--- config.mk ---
export PLATFORM = sky130hd
export DESIGN_NAME = preparador_datos_seg
export DESIGN_NICKNAME = d
export VERILOG_FILES = /design/src/rtl/preparador_datos_seg.sv
export SDC_FILE = /design/constraint.sdc
export NUM_CORES = 1
export LEC_CHECK = 0
export ABC_CLOCK_PERIOD_IN_PS = 4760
export CAP_MARGIN = 25
export CORE_ASPECT_RATIO = 1.5
export CORE_MARGIN = 10
export CORE_UTILIZATION = 37
export CTS_CLUSTER_SIZE = 16
export DETAILED_ROUTE_END_ITERATION = 10
export PLACE_DENSITY_LB_ADDON = 0.2
export SLEW_MARGIN = 5
export SYNTH_ARGS = -nofsm -noshare
export SYNTH_HDL_FRONTEND = slang
export SYNTH_SLANG_ARGS = --single-unit
--- constraint.sdc ---
create_clock -name i_clk -period 4.76 [get_ports i_clk]
set_clock_uncertainty 0.2 [all_clocks]
set_input_delay 0.952 -clock i_clk [delete_from_list [all_inputs] [get_ports i_clk]]
set_output_delay 0.952 -clock i_clk [all_outputs]
set_load 0.005 [all_outputs]
--- src/rtl/preparador_datos_seg.sv ---
// preparador_datos_seg
//   Decodes one instruction per cycle into register addresses, use/write
//   flags, ALU B-operand select and sign-extended immediate. A scoreboard of
//   in-flight register writes stalls instructions that read or overwrite a
//   pending register. Results leave through a one-entry valid/ready stage.
//   XLEN must be at least 32.
//
// Ports
//   i_clk, i_reset          clock, synchronous active-high reset
//   i_inst_valid/o_in_ready instruction handshake (accept = valid && ready)
//   i_inst, i_type          instruction word and format (000 I .. 101 U)
//   i_wb_valid, i_wb_addr   writeback completing this cycle
//   o_out_valid/i_out_ready result handshake
//   o_a1,o_a2,o_a3          rs1, rs2, rd (0 when unused)
//   o_use_a1,o_use_a2,o_we  rs1 read, rs2 read, rd written
//   o_sel                   1 = ALU B from immediate
//   o_imm                   sign-extended immediate
//   o_illegal               type 110/111
module preparador_datos_seg #(
   parameter int unsigned XLEN          = 32,
   parameter bit          SCOREBOARD_EN = 1'b1
) (
   input  logic            i_clk,
   input  logic            i_reset,
   input  logic            i_inst_valid,
   output logic            o_in_ready,
   input  logic [31:0]     i_inst,
   input  logic [2:0]      i_type,
   input  logic            i_wb_valid,
   input  logic [4:0]      i_wb_addr,
   output logic            o_out_valid,
   input  logic            i_out_ready,
   output logic [4:0]      o_a1,
   output logic [4:0]      o_a2,
   output logic [4:0]      o_a3,
   output logic            o_use_a1,
   output logic            o_use_a2,
   output logic            o_we,
   output logic            o_sel,
   output logic [XLEN-1:0] o_imm,
   output logic            o_illegal
);

   typedef enum logic [2:0] {
      T_I = 3'b000,
      T_S = 3'b001,
      T_R = 3'b010,
      T_B = 3'b011,
      T_J = 3'b100,
      T_U = 3'b101
   } inst_type_e;

   typedef struct packed {
      logic [4:0]      a1;
      logic [4:0]      a2;
      logic [4:0]      a3;
      logic            use_a1;
      logic            use_a2;
      logic            we;
      logic            sel;
      logic            illegal;
      logic [XLEN-1:0] imm;
   } res_t;

   res_t        w_dec;
   res_t        r_res;
   logic        r_out_valid;
   logic [31:0] r_pend;
   logic [31:0] w_effpend;
   logic [31:0] w_pend_nxt;
   logic        w_hazard;
   logic        w_accept;

   // Field extraction and immediate generation
   always_comb begin
      w_dec = '0;
      unique case (inst_type_e'(i_type))
         T_I: begin
            w_dec.a1     = i_inst[19:15];
            w_dec.a3     = i_inst[11:7];
            w_dec.use_a1 = 1'b1;
            w_dec.we     = 1'b1;
            w_dec.sel    = 1'b1;
            w_dec.imm    = {{(XLEN-12){i_inst[31]}}, i_inst[31:20]};
         end
         T_S: begin
            w_dec.a1     = i_inst[19:15];
            w_dec.a2     = i_inst[24:20];
            w_dec.use_a1 = 1'b1;
            w_dec.use_a2 = 1'b1;
            w_dec.sel    = 1'b1;
            w_dec.imm    = {{(XLEN-12){i_inst[31]}}, i_inst[31:25], i_inst[11:7]};
         end
         T_R: begin
            w_dec.a1     = i_inst[19:15];
            w_dec.a2     = i_inst[24:20];
            w_dec.a3     = i_inst[11:7];
            w_dec.use_a1 = 1'b1;
            w_dec.use_a2 = 1'b1;
            w_dec.we     = 1'b1;
         end
         T_B: begin
            w_dec.a1     = i_inst[19:15];
            w_dec.a2     = i_inst[24:20];
            w_dec.use_a1 = 1'b1;
            w_dec.use_a2 = 1'b1;
            w_dec.sel    = 1'b1;
            w_dec.imm    = {{(XLEN-13){i_inst[31]}}, i_inst[31], i_inst[7],
                            i_inst[30:25], i_inst[11:8], 1'b0};
         end
         T_J: begin
            w_dec.a3     = i_inst[11:7];
            w_dec.we     = 1'b1;
            w_dec.sel    = 1'b1;
            w_dec.imm    = {{(XLEN-21){i_inst[31]}}, i_inst[31], i_inst[19:12],
                            i_inst[20], i_inst[30:21], 1'b0};
         end
         T_U: begin
            w_dec.a3     = i_inst[11:7];
            w_dec.we     = 1'b1;
            w_dec.sel    = 1'b1;
            // Extend the 20-bit field first, then shift, so XLEN=32 needs no
            // zero-width replication.
            w_dec.imm    = {{(XLEN-20){i_inst[31]}}, i_inst[31:12]} << 12;
         end
         default: w_dec.illegal = 1'b1;
      endcase
      // x0 writes are discarded, so they must never mark x0 as pending
      if (w_dec.a3 == 5'd0) w_dec.we = 1'b0;
   end

   // Scoreboard: a writeback clear is visible to the hazard check this cycle
   always_comb begin
      w_effpend = r_pend;
      if (i_wb_valid) w_effpend[i_wb_addr] = 1'b0;
   end

   assign w_hazard = SCOREBOARD_EN && i_inst_valid &&
                     ((w_dec.use_a1 && w_effpend[w_dec.a1]) ||
                      (w_dec.use_a2 && w_effpend[w_dec.a2]) ||
                      (w_dec.we     && w_effpend[w_dec.a3]));

   assign o_in_ready = (!r_out_valid || i_out_ready) && !w_hazard;
   assign w_accept   = i_inst_valid && o_in_ready;

   // Set applied after the clear so a same-cycle set of the same register wins
   always_comb begin
      w_pend_nxt = w_effpend;
      if (w_accept && w_dec.we) w_pend_nxt[w_dec.a3] = 1'b1;
      w_pend_nxt[0] = 1'b0;
   end

   always_ff @(posedge i_clk) begin
      if (i_reset) begin
         r_pend      <= '0;
         r_out_valid <= 1'b0;
         r_res       <= '0;
      end else begin
         if (SCOREBOARD_EN) r_pend <= w_pend_nxt;
         if (w_accept) begin
            r_res       <= w_dec;
            r_out_valid <= 1'b1;
         end else if (r_out_valid && i_out_ready) begin
            r_out_valid <= 1'b0;
         end
      end
   end

   assign o_out_valid = r_out_valid;
   assign o_a1        = r_res.a1;
   assign o_a2        = r_res.a2;
   assign o_a3        = r_res.a3;
   assign o_use_a1    = r_res.use_a1;
   assign o_use_a2    = r_res.use_a2;
   assign o_we        = r_res.we;
   assign o_sel       = r_res.sel;
   assign o_imm       = r_res.imm;
   assign o_illegal   = r_res.illegal;

endmodule

* Yosys cells after proc, flatten, opt, wreduce, memory -nomap -nowiden *
Index checks and enable logic that the tools add are counted.

cells by class
  order comparisons = 6
  eq/ne operators = 5
  mux-type cells = 24
  bitwise logic cells = 3
  reduce and logical (&&, ||, !) cells = 23

operator list
  cell                                                                   number
  32-bit case mux with 5 select lines                                    1
  32-bit 2-to-1 mux                                                      2
  32-bit AND                                                             1
  32-bit NOT                                                             1
  32-bit OR                                                              1
  5-bit by 6-bit < comparator with 1-bit output, second input constant   4
  1-bit binary-select mux with 5-bit select                              3
  5-bit 2-to-1 mux                                                       3
  1-bit 2-to-1 mux                                                       13
  1-bit demux with 5-bit select                                          2
  5-bit by 1-bit >= comparator with 1-bit output, second input constant  2
  1-bit logical AND                                                      10
  4-bit OR reduction                                                     2
  3-bit by 2-bit equality test with 1-bit output, second input constant  2
  3-bit equality test, second input constant                             2
  6-bit OR reduction                                                     1
  5-bit zero test                                                        1
  5-bit OR reduction                                                     1
  3-bit by 1-bit equality test with 1-bit output, second input constant  1
  3-bit zero test                                                        1
  1-bit logical OR                                                       3
  3-bit OR reduction                                                     1
  1-bit zero test                                                        2
  2-bit nonzero test                                                     1

storage, ports and cells
  flip-flop bits (word level) = 85
  logic and storage cells = 73

* Longest topological paths before layout *
Gate-level depths: netlist of the first run.

  depth after elaboration = 18
  gate-level depth with buffers = 12
  gate-level depth less buffers = 8

* Worst setup path before layout of the first run *
No wires, ideal clock.

  path type = input port to output port
  from = input i_type[2]
  to = output o_in_ready
  data arrival time = 3.092 ns
  required time = 3.608 ns
  path slack = 0.516 ns
  stages on the path = 11
  buffers on the path = 3
  cell sequence = buf_2 > mux2i_1 > clkbuf_1 > nand2_1 > a221oi_1 > o21ai_0 > a32oi_1 > a311o_1 > clkbuf_1 > o21ai_0 > and2_1

between the ends
  cells in the longest elaborated chain, start to end = 11
  elaborated cells between the ends (all ways) = 31

RTL lines
  element                                                                 RTL line  source
  start, declared                                                         28        input logic [2:0] i_type,
  3-bit by 2-bit equality test with 1-bit output (tied with other cells)  77        unique case (inst_type_e'(i_type))
  4-bit OR reduction (no line) or 3-bit OR reduction (tied branches)      n/a
  5-bit 2-to-1 mux                                                        77
  1-bit binary-select mux with 5-bit select (on tied branches)            139, 140
  1-bit 2-to-1 mux (on tied branches)                                     139, 140
  1-bit logical AND (on tied branches)                                    139, 140
  1-bit logical OR                                                        139       ((w_dec.use_a1 && w_effpend[w_dec.a1]) ||
  1-bit logical OR (*)                                                    140       (w_dec.use_a2 && w_effpend[w_dec.a2]) ||
  1-bit logical AND (*)                                                   138       assign w_hazard = SCOREBOARD_EN && i_inst_valid &&
  1-bit zero test (*)                                                     143       assign o_in_ready = (!r_out_valid || i_out_ready) && !w_hazard;
  1-bit logical AND (*)                                                   143
  end, declared                                                           26        output logic o_in_ready,

Mark *: on every way between the ends. The rest lies on a longest branch, timed or not. The select of a mux whose other input is x is not followed.

* Worst setup path in the final report of the first run *
  from = input i_wb_addr[3]
  to = output o_in_ready

between the ends
  cells in the longest elaborated chain, start to end = 15
  elaborated cells between the ends (all ways) = 22

RTL lines
  element                                                                                                                                RTL line  source
  start, declared                                                                                                                        30        input logic [4:0] i_wb_addr,
  5-bit by 6-bit < comparator with 1-bit output (implied by the code) or 5-bit by 1-bit >= comparator with 1-bit output (tied branches)  135       if (i_wb_valid) w_effpend[i_wb_addr] = 1'b0;
  1-bit logical AND (implied by the code)                                                                                                135
  1-bit 2-to-1 mux (implied by the code)                                                                                                 135
  1-bit demux with 5-bit select (*)                                                                                                      135
  32-bit NOT (no line) (*)                                                                                                               n/a
  32-bit AND (no line) (*)                                                                                                               n/a
  32-bit 2-to-1 mux (*)                                                                                                                  135
  1-bit binary-select mux with 5-bit select (on tied branches)                                                                           139, 140
  1-bit 2-to-1 mux (on tied branches)                                                                                                    139, 140
  1-bit logical AND (on tied branches)                                                                                                   139, 140
  1-bit logical OR                                                                                                                       139
  1-bit logical OR (*)                                                                                                                   140
  1-bit logical AND (*)                                                                                                                  138
  1-bit zero test (*)                                                                                                                    143
  1-bit logical AND (*)                                                                                                                  143

Marked as above.

==> metrics.txt, run 1 <==
aggregate global-route resource usage 24.58%; routed vias roughly 5700; max_cap viols 0; Hold-fix buffers, CTS 0; Worst Hold Class register to register; element type at the critical path start primary input; total clock sinks 84; final net count between 800 and 900; Synth Instances about 580; synthesized cell area 4721 um^2; gr ovfl total 0; fin util between 50% and 60%; Worst slew margin roughly two fifths; I/O Buffers 91; starting density of the core between 30% and 40%; Hold Fails Final Rpt 0; Worst Hold Path Cells 2; cell taking the most area after synthesis dfxtp_1; Req. time, crit path around 3.6 ns; most frequent cells in the layout buf_4, dfxtp_1, clkdlybuf4s50_1; synthesized flop and latch total 84; CTS Buffer Depth 2; Seq/Total Area, Yosys between 30% and 40%; post-detailed-route count of antenna-violating nets 0; Critical Path Sink Type primary output; P_leak approximately 2.8 nW; Tmin final approximately 4.6 ns; Setup CP Type primary input to primary output; worst-skew pair later-pin latency between 0.3 and 0.4 ns; row count 50; Synth area leaders dfxtp_1, a21oi_1, o21ai_0, o32ai_1, mux2i_1; r2r worst-path depth 9; core box area around 13000 um^2; CTS Buf Count 9; vias in the first global route 5980; average size of a mapped cell about 8.2 um^2; Syn Nets slightly above 600; Max FO, Critical Path 8; CTS tree done; first-pass GRT wire length ~35000 um; synth unique cells 60; post-DP HPWL 17590 um; Yosys Warn Count 0; CTS clk-pin slew, worst paths 0.06 ns; layout cells sized above 1 between 20% and 30%; critical path depth 11; root buffer cell clkbuf_16; top cell type's share of synthesized area between 30% and 40%; commonest non-fill, non-tap cell in the layout buf_4; chip width about 110 um; initial antenna violation count 0; RD Place Congestion 0.9567; Final Max Tran Viols 0; slew at the pin closest to its max-slew limit ~0.87 ns; Final setup viols 0; f_max 215.5 MHz; period utilization just under 100%; Routed WL around 22000 um; DR WL/cell 23.70 um; outcome finished clean; Slowest cell on crit path or4b_4; Die Span Y about 160 um; Arr. time, crit path between 3 and 4 ns; Max VDD drop ~170 uV; Post-synth EDFFs 0; CP delay by family, top compound AO/OA/AOI/OAI gates; CP Buf/Inv Count 3; area delta synth->final 54.41%; H-tree Lvls 3; Worst path most repeated cell dlygate4sd2_1; RSZ-0062 raised after global routing no; DRT iter0 DRCs around 360; drt pass-1 iters 5; R2R Setup Slk ~1.9 ns; DRC viols 0; fraction of registers with async set/reset 0%; antenna cell count 0; worst-path cell chain dlygate4sd2_1, or4b_4, o21ai_2, buf_4, mux2i_1, a31oi_1, a32oi_2, a311o_1, o21ai_1, and2_1, dlygate4sd2_1; pwr dens 275.7 nW/um^2; Crit path largest cell delay slightly below 0.6 ns; total die area about 18000 um^2; I/O pins approximately 100; largest net degree at the start of global routing 38; drt via density ~6; most used flip-flop cell after synthesis dfxtp_1; hold_ws roughly 0.26 ns
## cells by family after synthesis
group	after synthesis	synth area share, %
xor+xnor	2	0.3711
simple gates	155	16.72
flops	84	35.62
compound gates	252	36.68
mux	24	5.460
buf+inv	61	5.142
## per-stage QoR
step / setup slack (ns) / cell area [um^2] / power, mW / TNS, ns / instances
finish: 0.1201 / 7289 / 2.010 / 0 / 946
global route: 0.004204 / 7289 / 2.084 / 0 / 946
detailed placement: -0.6190 / 6850 / 1.296 / -0.6190 / 926
CTS: 0.006360 / 7243 / 2.014 / 0 / 945
floorplan: 0.5161 / 4721 / 1.002 / 0 / 578
global placement: -0.5901 / 6843 / 1.289 / -3.300 / 925
## final cells by class
type                            count  area [um^2]
Clock buffer                       10        229.0
Tap cell                          156        195.2
Fill cell                        1177         5223
Multi-Input combinational cell    433         2935
Inverter                            9        33.78
Sequential cell                    84         1682
Clock inverter                      6        65.06
Timing Repair Buffer              248         2150
## synthesized netlist by cell type, drive strengths merged, types with 2 or more instances
| library cell | count |
|---|---|
| a2111oi | 2 |
| a211oi | 17 |
| a21o | 12 |
| a21oi | 54 |
| a221oi | 5 |
| a22oi | 13 |
| a31o | 5 |
| a31oi | 2 |
| a32oi | 3 |
| and2 | 5 |
| and3 | 4 |
| buf | 8 |
| clkbuf | 44 |
| dfxtp | 84 |
| inv | 9 |
| mux2 | 4 |
| mux2i | 19 |
| nand2 | 46 |
| nand2b | 11 |
| nand3 | 17 |
| nand4 | 8 |
| nand4b | 3 |
| nand4bb | 3 |
| nor2 | 26 |
| nor2b | 7 |
| nor3 | 9 |
| nor3b | 2 |
| nor4 | 4 |
| o2111ai | 4 |
| o211ai | 16 |
| o21ai | 53 |
| o21bai | 2 |
| o221ai | 2 |
| o22ai | 7 |
| o311a | 12 |
| o311ai | 4 |
| o31ai | 4 |
| o32ai | 26 |
| or3 | 6 |
## worst min-delay path, delay by kind of cell, from the launching register on
kind | cells | cell delay (ns)
mux | 1 | 0.05
flops | 1 | 0.31
simple gates | 1 | 0.05
## layer usage
layer | track usage [%] | wire length (um) | up-vias
met3 | 6.365 | 1417 | 61
li1 | - | - | 2658
met4 | 12.97 | 1132 | 0
met2 | 45.81 | 11740 | 221
met1 | 24.36 | 8129 | 2740
met5 | 0 | 0 | -
## path summary, 6_finish.rpt
kind                endpoint    startpoint
hold reg to reg     o_imm[9]      o_imm[9]
hold / removal      o_imm[9]      o_imm[9]
setup / recovery  o_in_ready  i_wb_addr[3]
setup reg to reg   o_imm[16]    r_pend[21]
## flip-flops by register name (all words and copies together) (netlist names)
signal and cells:
o_we 1, o_a3 5, o_use_a1 1, o_a2 5, o_out_valid 1, r_pend 31
o_sel 1, o_imm 32, o_a1 5, o_use_a2 1, o_illegal 1
## repair_timing
action | 4_1_cts | 5_1_grt
resized for setup | 37 | 23
setup endpoints to repair | 1 | 1
pin swaps | 5 | 6
buffers inserted | 3 | 1
## power breakdown
part / total [mW] / internal [mW] / switching, mW / leakage (nW)
sequential: 0.761 / 0.741 / 0.0198 / 0.683
combinational: 0.535 / 0.253 / 0.282 / 1.99
clock: 0.714 / 0.407 / 0.307 / 0.142
Power figures use the tool's default switching activity.
==> inputs of run 2 (changes only) <==
==> constraint.sdc (replaced) <==
create_clock -name i_clk -period 4.76 [get_ports i_clk]
set_clock_uncertainty 0.2 [all_clocks]
set_input_delay 0.952 -clock i_clk [delete_from_list [all_inputs] [get_ports i_clk]]
set_output_delay 0.952 -clock i_clk [all_outputs]
set_load 0.1 [all_outputs]
==> run 2 against run 1 <==
Net effect:
- clock-buffer cell count stayed put
- hold slack gained 0.0026 ns
- fmax fell by 0.61%
- combinational power is 44% higher
- core utilization decreased by 3.1 points
- critical path depth is the same
- clock power shrank 5.7%
- design area shrank 5.3%
- routed wire length fell by 4.8%
- sequential power hardly changed
- sequential cell count is the same
- largest cell class unchanged
==> metrics.txt, run 2 (same netlist as run 1, synthesis figures left out) <==
max FFs per register 32 (unchanged); Final setup viols 0 (unchanged); DR WL/cell 23.55 um (was 23.70 um); CTS Buffer Depth 2 (unchanged); layout cells sized above 1 21.20% (was 26.33%); period utilization 98.08% (was 97.48%); drt pass-1 iters 6 (was 5); pwr dens 319.1 nW/um^2 (was 275.7 nW/um^2); Routed WL 21330 um (was 22420 um); max_cap viols 0 (unchanged); row count 50 (unchanged); post-CTS setup buffers 0 (was 3); Arr. time, crit path 3.52 ns (was 3.49 ns); fill count 1195 (was 1177); f_max 214.2 MHz (was 215.5 MHz); worst-skew pair later-pin latency 0.35 ns (about the same); routed vias 5667 (was 5680); post-DP HPWL 16230 um (was 17590 um); placed insts 889 (was 926); area delta synth->final 46.25% (was 54.41%); drt via density 6.255 (was 6.004); fin util 55.18% (was 58.26%); DP Area 6559 um^2 (was 6850 um^2); first-pass GRT wire length 32150 um (was 34550 um); total clock sinks 84 (unchanged); Max FO, Critical Path 8 (unchanged); Setup CP Type primary input to primary output (unchanged); post-detailed-route count of antenna-violating nets 0 (unchanged); largest net degree at the start of global routing 46 (was 38); Worst slew margin 32.91% (was 41.46%); Die Span Y 158.3 um (unchanged); total die area 17770 um^2 (unchanged); element type at the critical path start primary input (unchanged); Hold Fails Final Rpt 0 (unchanged); Final Max Tran Viols 0 (unchanged); CTS clk-pin slew, worst paths 0.07 ns (was 0.06 ns); H-tree Lvls 3 (unchanged); Tmin final 4.668 ns (was 4.640 ns); CTS Buf Count 9 (unchanged); DRC viols 0 (unchanged); vias in the first global route 5699 (was 5980); commonest non-fill, non-tap cell in the layout buf_4 (unchanged); Setup WS post-layout 0.09156 ns (was 0.1201 ns); RD Place Congestion 1.015 (was 0.9567); Max VDD drop 229.2 uV (was 172.6 uV); I/O Buffers 91 (unchanged); CTS tree done (unchanged); chip width 112.2 um (unchanged); starting density of the core 37.73% (unchanged); root buffer cell clkbuf_16 (unchanged); Req. time, crit path 3.61 ns (about the same); P_leak 2.595 nW (was 2.820 nW); Final Non-Filler Cells 906 (was 946); I/O pins 99 (unchanged); gr ovfl total 0 (unchanged); antenna cell count 0 (unchanged); aggregate global-route resource usage 22.57% (was 24.58%); most frequent cells in the layout buf_4, dfxtp_1, clkdlybuf4s50_1 (unchanged); final net count 790 (was 830); Hold-fix buffers, CTS 0 (unchanged); DRT iter0 DRCs 466 (was 363); slew at the pin closest to its max-slew limit 1.003 ns (was 0.8715 ns); Final Instance Area 6904 um^2 (was 7289 um^2); hold_ws 0.2649 ns (was 0.2623 ns); pre-CTS setup slack -0.1430 ns (was -0.6190 ns); core box area 12510 um^2 (unchanged); outcome finished clean (unchanged); Worst Hold Class register to register (unchanged); Critical Path Sink Type primary output (unchanged); RSZ-0062 raised after global routing no (unchanged); initial antenna violation count 0 (unchanged)
[run 2: area by class of cell]
type | count | area [um^2] | area share (%)
Tap cell | 156 | 195.2 | 2.827
Multi-Input combinational cell | 434 | 2873 | 41.61
Inverter | 9 | 33.78 | 0.4893
Clock buffer | 10 | 229.0 | 3.316
Sequential cell | 84 | 1682 | 24.36
Timing Repair Buffer | 207 | 1844 | 26.71
Clock inverter | 6 | 47.55 | 0.6887
[run 2: power by group]
group	internal [mW]	switching (mW)
Sequential	0.741	0.0215
Clock	0.358	0.315
Combinational	0.233	0.535
Total	1.33	0.872
[run 2: worst max-delay path, cell delays in order]
cell and delay [ns]:
dlygate4sd2_1 0.31, or4b_4 0.58, o21ai_1 0.21, buf_4 0.18, mux2i_1 0.08, a31oi_1 0.26
a32oi_2 0.10, a311o_1 0.32, o21ai_0 0.15, and2_2 0.20, buf_12 0.17
[run 2: final timing paths]
path                     start    endpoint  slack (ns)  depth (start not counted)
hold / removal       o_imm[10]   o_imm[10]        0.26                          2
hold reg to reg      o_imm[10]   o_imm[10]        0.26                          2
setup reg to reg    r_pend[27]    o_use_a1        1.97                         10
setup / recovery  i_wb_addr[4]  o_in_ready        0.09                         11
[run 2: what timing repair did]
| item | in CTS | in global routing |
|---|---|---|
| endpoints found under the setup margin | 1 | 1 |
| resized for setup | 8 | 22 |
| pin swaps | 0 | 2 |
| gates cloned | 0 | 1 |
[run 2: metal layers]
layer  share of wire [%]  GRT usage (%)
met1                  37          23.72
met2                  52          41.85
met5                   0              0
met3                 6.3          4.369
met4                 4.7          11.03
[run 2: metrics by stage]
stage                     power (mW)  TNS [ns]
after floorplan                1.268         0
after global placement         1.530   -0.1297
after detailed placement       1.535   -0.1430
after CTS                      2.200         0
after global routing           2.272         0
final                          2.203         0
==> inputs of run 3 (changes only) <==
--- a/config.mk
+++ b/config.mk
@@ -9,7 +9,7 @@
 export CAP_MARGIN = 25
 export CORE_ASPECT_RATIO = 1.5
 export CORE_MARGIN = 10
-export CORE_UTILIZATION = 37
+export CORE_UTILIZATION = 52
 export CTS_CLUSTER_SIZE = 16
 export DETAILED_ROUTE_END_ITERATION = 10
 export PLACE_DENSITY_LB_ADDON = 0.2
==> run 3 against run 2 <==
Net effect:
- total power grew 3.6%
- sequential share of layout area grew 0.14 points
- clock-buffer cell count down 1
- critical path type unchanged
- routed wire length is 0.46% lower
- combinational power up 1%
- critical path depth is 1 lower
- via count is 4.4% higher
- global-route usage grew 7.3 points
- cell count is 4.7% lower
- hold slack improved by 0.0022 ns
- design area is 0.56% lower
==> metrics.txt, run 3 (same netlist as run 1, synthesis figures left out) <==
outcome finished clean (unchanged); Hold EP o_imm[6] (was o_imm[10]); Final Instance Area 6865 um^2 (was 6904 um^2); Reg power frac 33.4% (was 34.6%); RD Place Congestion 1.005 (was 1.015); post-detailed-route count of antenna-violating nets 0 (unchanged); DRT iter0 DRCs 577 (was 466); Worst slew margin 31.21% (was 32.91%); drt pass-1 iters 5 (was 6); period utilization 97.24% (was 98.08%); Req. time, crit path 3.61 ns (about the same); worst-skew pair later-pin latency 0.35 ns (about the same); Hold Fails Final Rpt 0 (unchanged); largest net degree at the start of global routing 62 (was 46); pre-CTS setup slack -0.1247 ns (was -0.1430 ns); Internal 1.391 mW (was 1.331 mW); chip width 97.80 um (was 112.2 um); Switch Pwr 890.9 uW (was 872.0 uW); layout cells sized above 1 21.28% (was 21.20%); Max FO, Critical Path 8 (unchanged); RR Startpoint r_pend[21] (was r_pend[27]); aggregate global-route resource usage 29.89% (was 22.57%); Hold-fix buffers, CTS 0 (unchanged); H-tree Lvls 3 (unchanged); starting density of the core 53.47% (was 37.73%); Crit Reg-Reg Endpoint o_imm[13] (was o_use_a1); r2r worst-path depth 9 (was 10); CTS tree done (unchanged); post-CTS setup buffers 0 (unchanged); I/O pins 99 (unchanged); root buffer cell clkbuf_16 (unchanged); CTS Buf Count 9 (unchanged); Routed WL 21230 um (was 21330 um); vias in the first global route 5843 (was 5699); P_leak 2.661 nW (was 2.595 nW); DR WL/cell 24.60 um (was 23.55 um); commonest non-fill, non-tap cell in the layout buf_4 (unchanged); total clock sinks 84 (unchanged); fin util 77.76% (was 55.18%); Post-Route Setup TNS 0 ns (unchanged); Switching Share 39.05% (was 39.58%); hold_sp o_imm[6] (was o_imm[10]); Met3 Wirelength 1974 um (was 1339 um); CTS clk-pin slew, worst paths 0.06 ns (was 0.07 ns); max FFs per register 32 (unchanged); total die area 13370 um^2 (was 17770 um^2); most frequent cells in the layout buf_4, dfxtp_1, clkdlybuf4s50_1 (unchanged); DRC viols 0 (unchanged); Worst Hold Path Cells 2 (unchanged); initial antenna violation count 1 (was 0); I/O Buffers 91 (unchanged); Setup CP Type primary input to primary output (unchanged); Worst Hold Class register to register (unchanged); post-DP HPWL 15600 um (was 16230 um); routed vias 5915 (was 5667); row count 42 (was 50); Max VDD drop 276.6 uV (was 229.2 uV); clock network fraction of total power 32.5% (was 30.6%); f_max 216.0 MHz (was 214.2 MHz); Final setup viols 0 (unchanged); Comb power frac 34.1% (was 34.9%); area delta synth->final 45.43% (was 46.25%); max layer used met4 (unchanged); DP Area 6486 um^2 (was 6559 um^2); final net count 792 (was 790); pwr dens 332.4 nW/um^2 (was 319.1 nW/um^2); max_cap viols 0 (unchanged); core box area 8828 um^2 (was 12510 um^2); Die Span Y 136.7 um (was 158.3 um); first-pass GRT wire length 32080 um (was 32150 um); Arr. time, crit path 3.48 ns (was 3.52 ns); gr ovfl total 0 (unchanged); Final Max Tran Viols 0 (unchanged); CTS Buffer Depth 2 (unchanged); R2R Setup Slk 1.87 ns (was 1.97 ns); met2 WL post-DR 10230 um (was 11000 um); slew at the pin closest to its max-slew limit 1.029 ns (was 1.003 ns); drt via density 6.854 (was 6.255); Tmin final 4.629 ns (was 4.668 ns); met1 wire length 7463 um (was 7985 um); element type at the critical path start primary input (unchanged); RSZ-0062 raised after global routing no (unchanged); Setup WS post-layout 0.1312 ns (was 0.09156 ns); Critical Path Sink Type primary output (unchanged)
## run 3: changes by cell type in the layout (fill, tap and decap cells not counted), sizes merged, moves of 2 or more
cell           change
dlymetal6s2s       +2
clkdlybuf4s50      -2
clkinvlp           -4
clkinv             +3
buf                +3
## run 3: stage by stage
stage | total power [mW] | hold slack, ns | std cells
2_1_floorplan | 1.268 | 0.3141 | 578
3_3_place_gp | 1.521 | 0.2475 | 845
3_5_place_dp | 1.534 | 0.2573 | 846
4_1_cts | 2.254 | 0.2714 | 862
5_1_grt | 2.325 | 0.2985 | 863
6_report | 2.282 | 0.2672 | 863
## run 3: area by class of cell
cell class | instances | area (um^2)
Multi-Input combinational cell | 433 | 2867
Fill cell | 613 | 1963
Timing Repair Buffer | 210 | 1834
Sequential cell | 84 | 1682
Clock buffer | 9 | 225.2
Tap cell | 110 | 137.6
Clock inverter | 7 | 83.83
Inverter | 9 | 33.78
Antenna cell | 1 | 2.502
## run 3: metal layers
| layer | GRT usage (%) | vias to the layer above |
|---|---|---|
| met4 | 20.26 | 0 |
| met2 | 52.59 | 422 |
| li1 | - | 2594 |
| met1 | 31.47 | 2768 |
| met3 | 6.209 | 131 |
| met5 | 0 | - |
## run 3: critical path, stage by stage
cell and delay, ns:
dlygate4sd2_1 0.32, or4b_4 0.60, o21ai_1 0.20, mux2i_1 0.10, o311ai_1 0.26, a32oi_1 0.14
a311o_1 0.41, o21ai_1 0.14, and2_4 0.18, buf_12 0.17
## run 3: power groups by stage
stage	clock, mW	sequential [mW]	combinational (mW)
after floorplan	0	1.03	0.235
after global placement	0	0.775	0.746
after detailed placement	0	0.777	0.757
after CTS	0.731	0.761	0.762
after global routing	0.757	0.765	0.804
final	0.741	0.763	0.778
## run 3: worst max path at each step
stage,depth (start not counted),to,startpoint,slack (ns)
after detailed placement,10,o_in_ready,i_wb_addr[4],-0.12
after global routing,11,o_in_ready,i_wb_addr[2],0.01
after CTS,13,o_in_ready,i_wb_addr[1],0.003
after global placement,12,o_in_ready,i_type[2],-0.08
final,10,o_in_ready,i_wb_addr[4],0.13
after floorplan,9,o_in_ready,i_wb_addr[4],0.26
## run 3: repair_timing
| action | 4_1_cts | 5_1_grt |
|---|---|---|
| pin swaps | 5 | 4 |
| setup endpoints to repair | 1 | 1 |
| resized for setup | 18 | 18 |
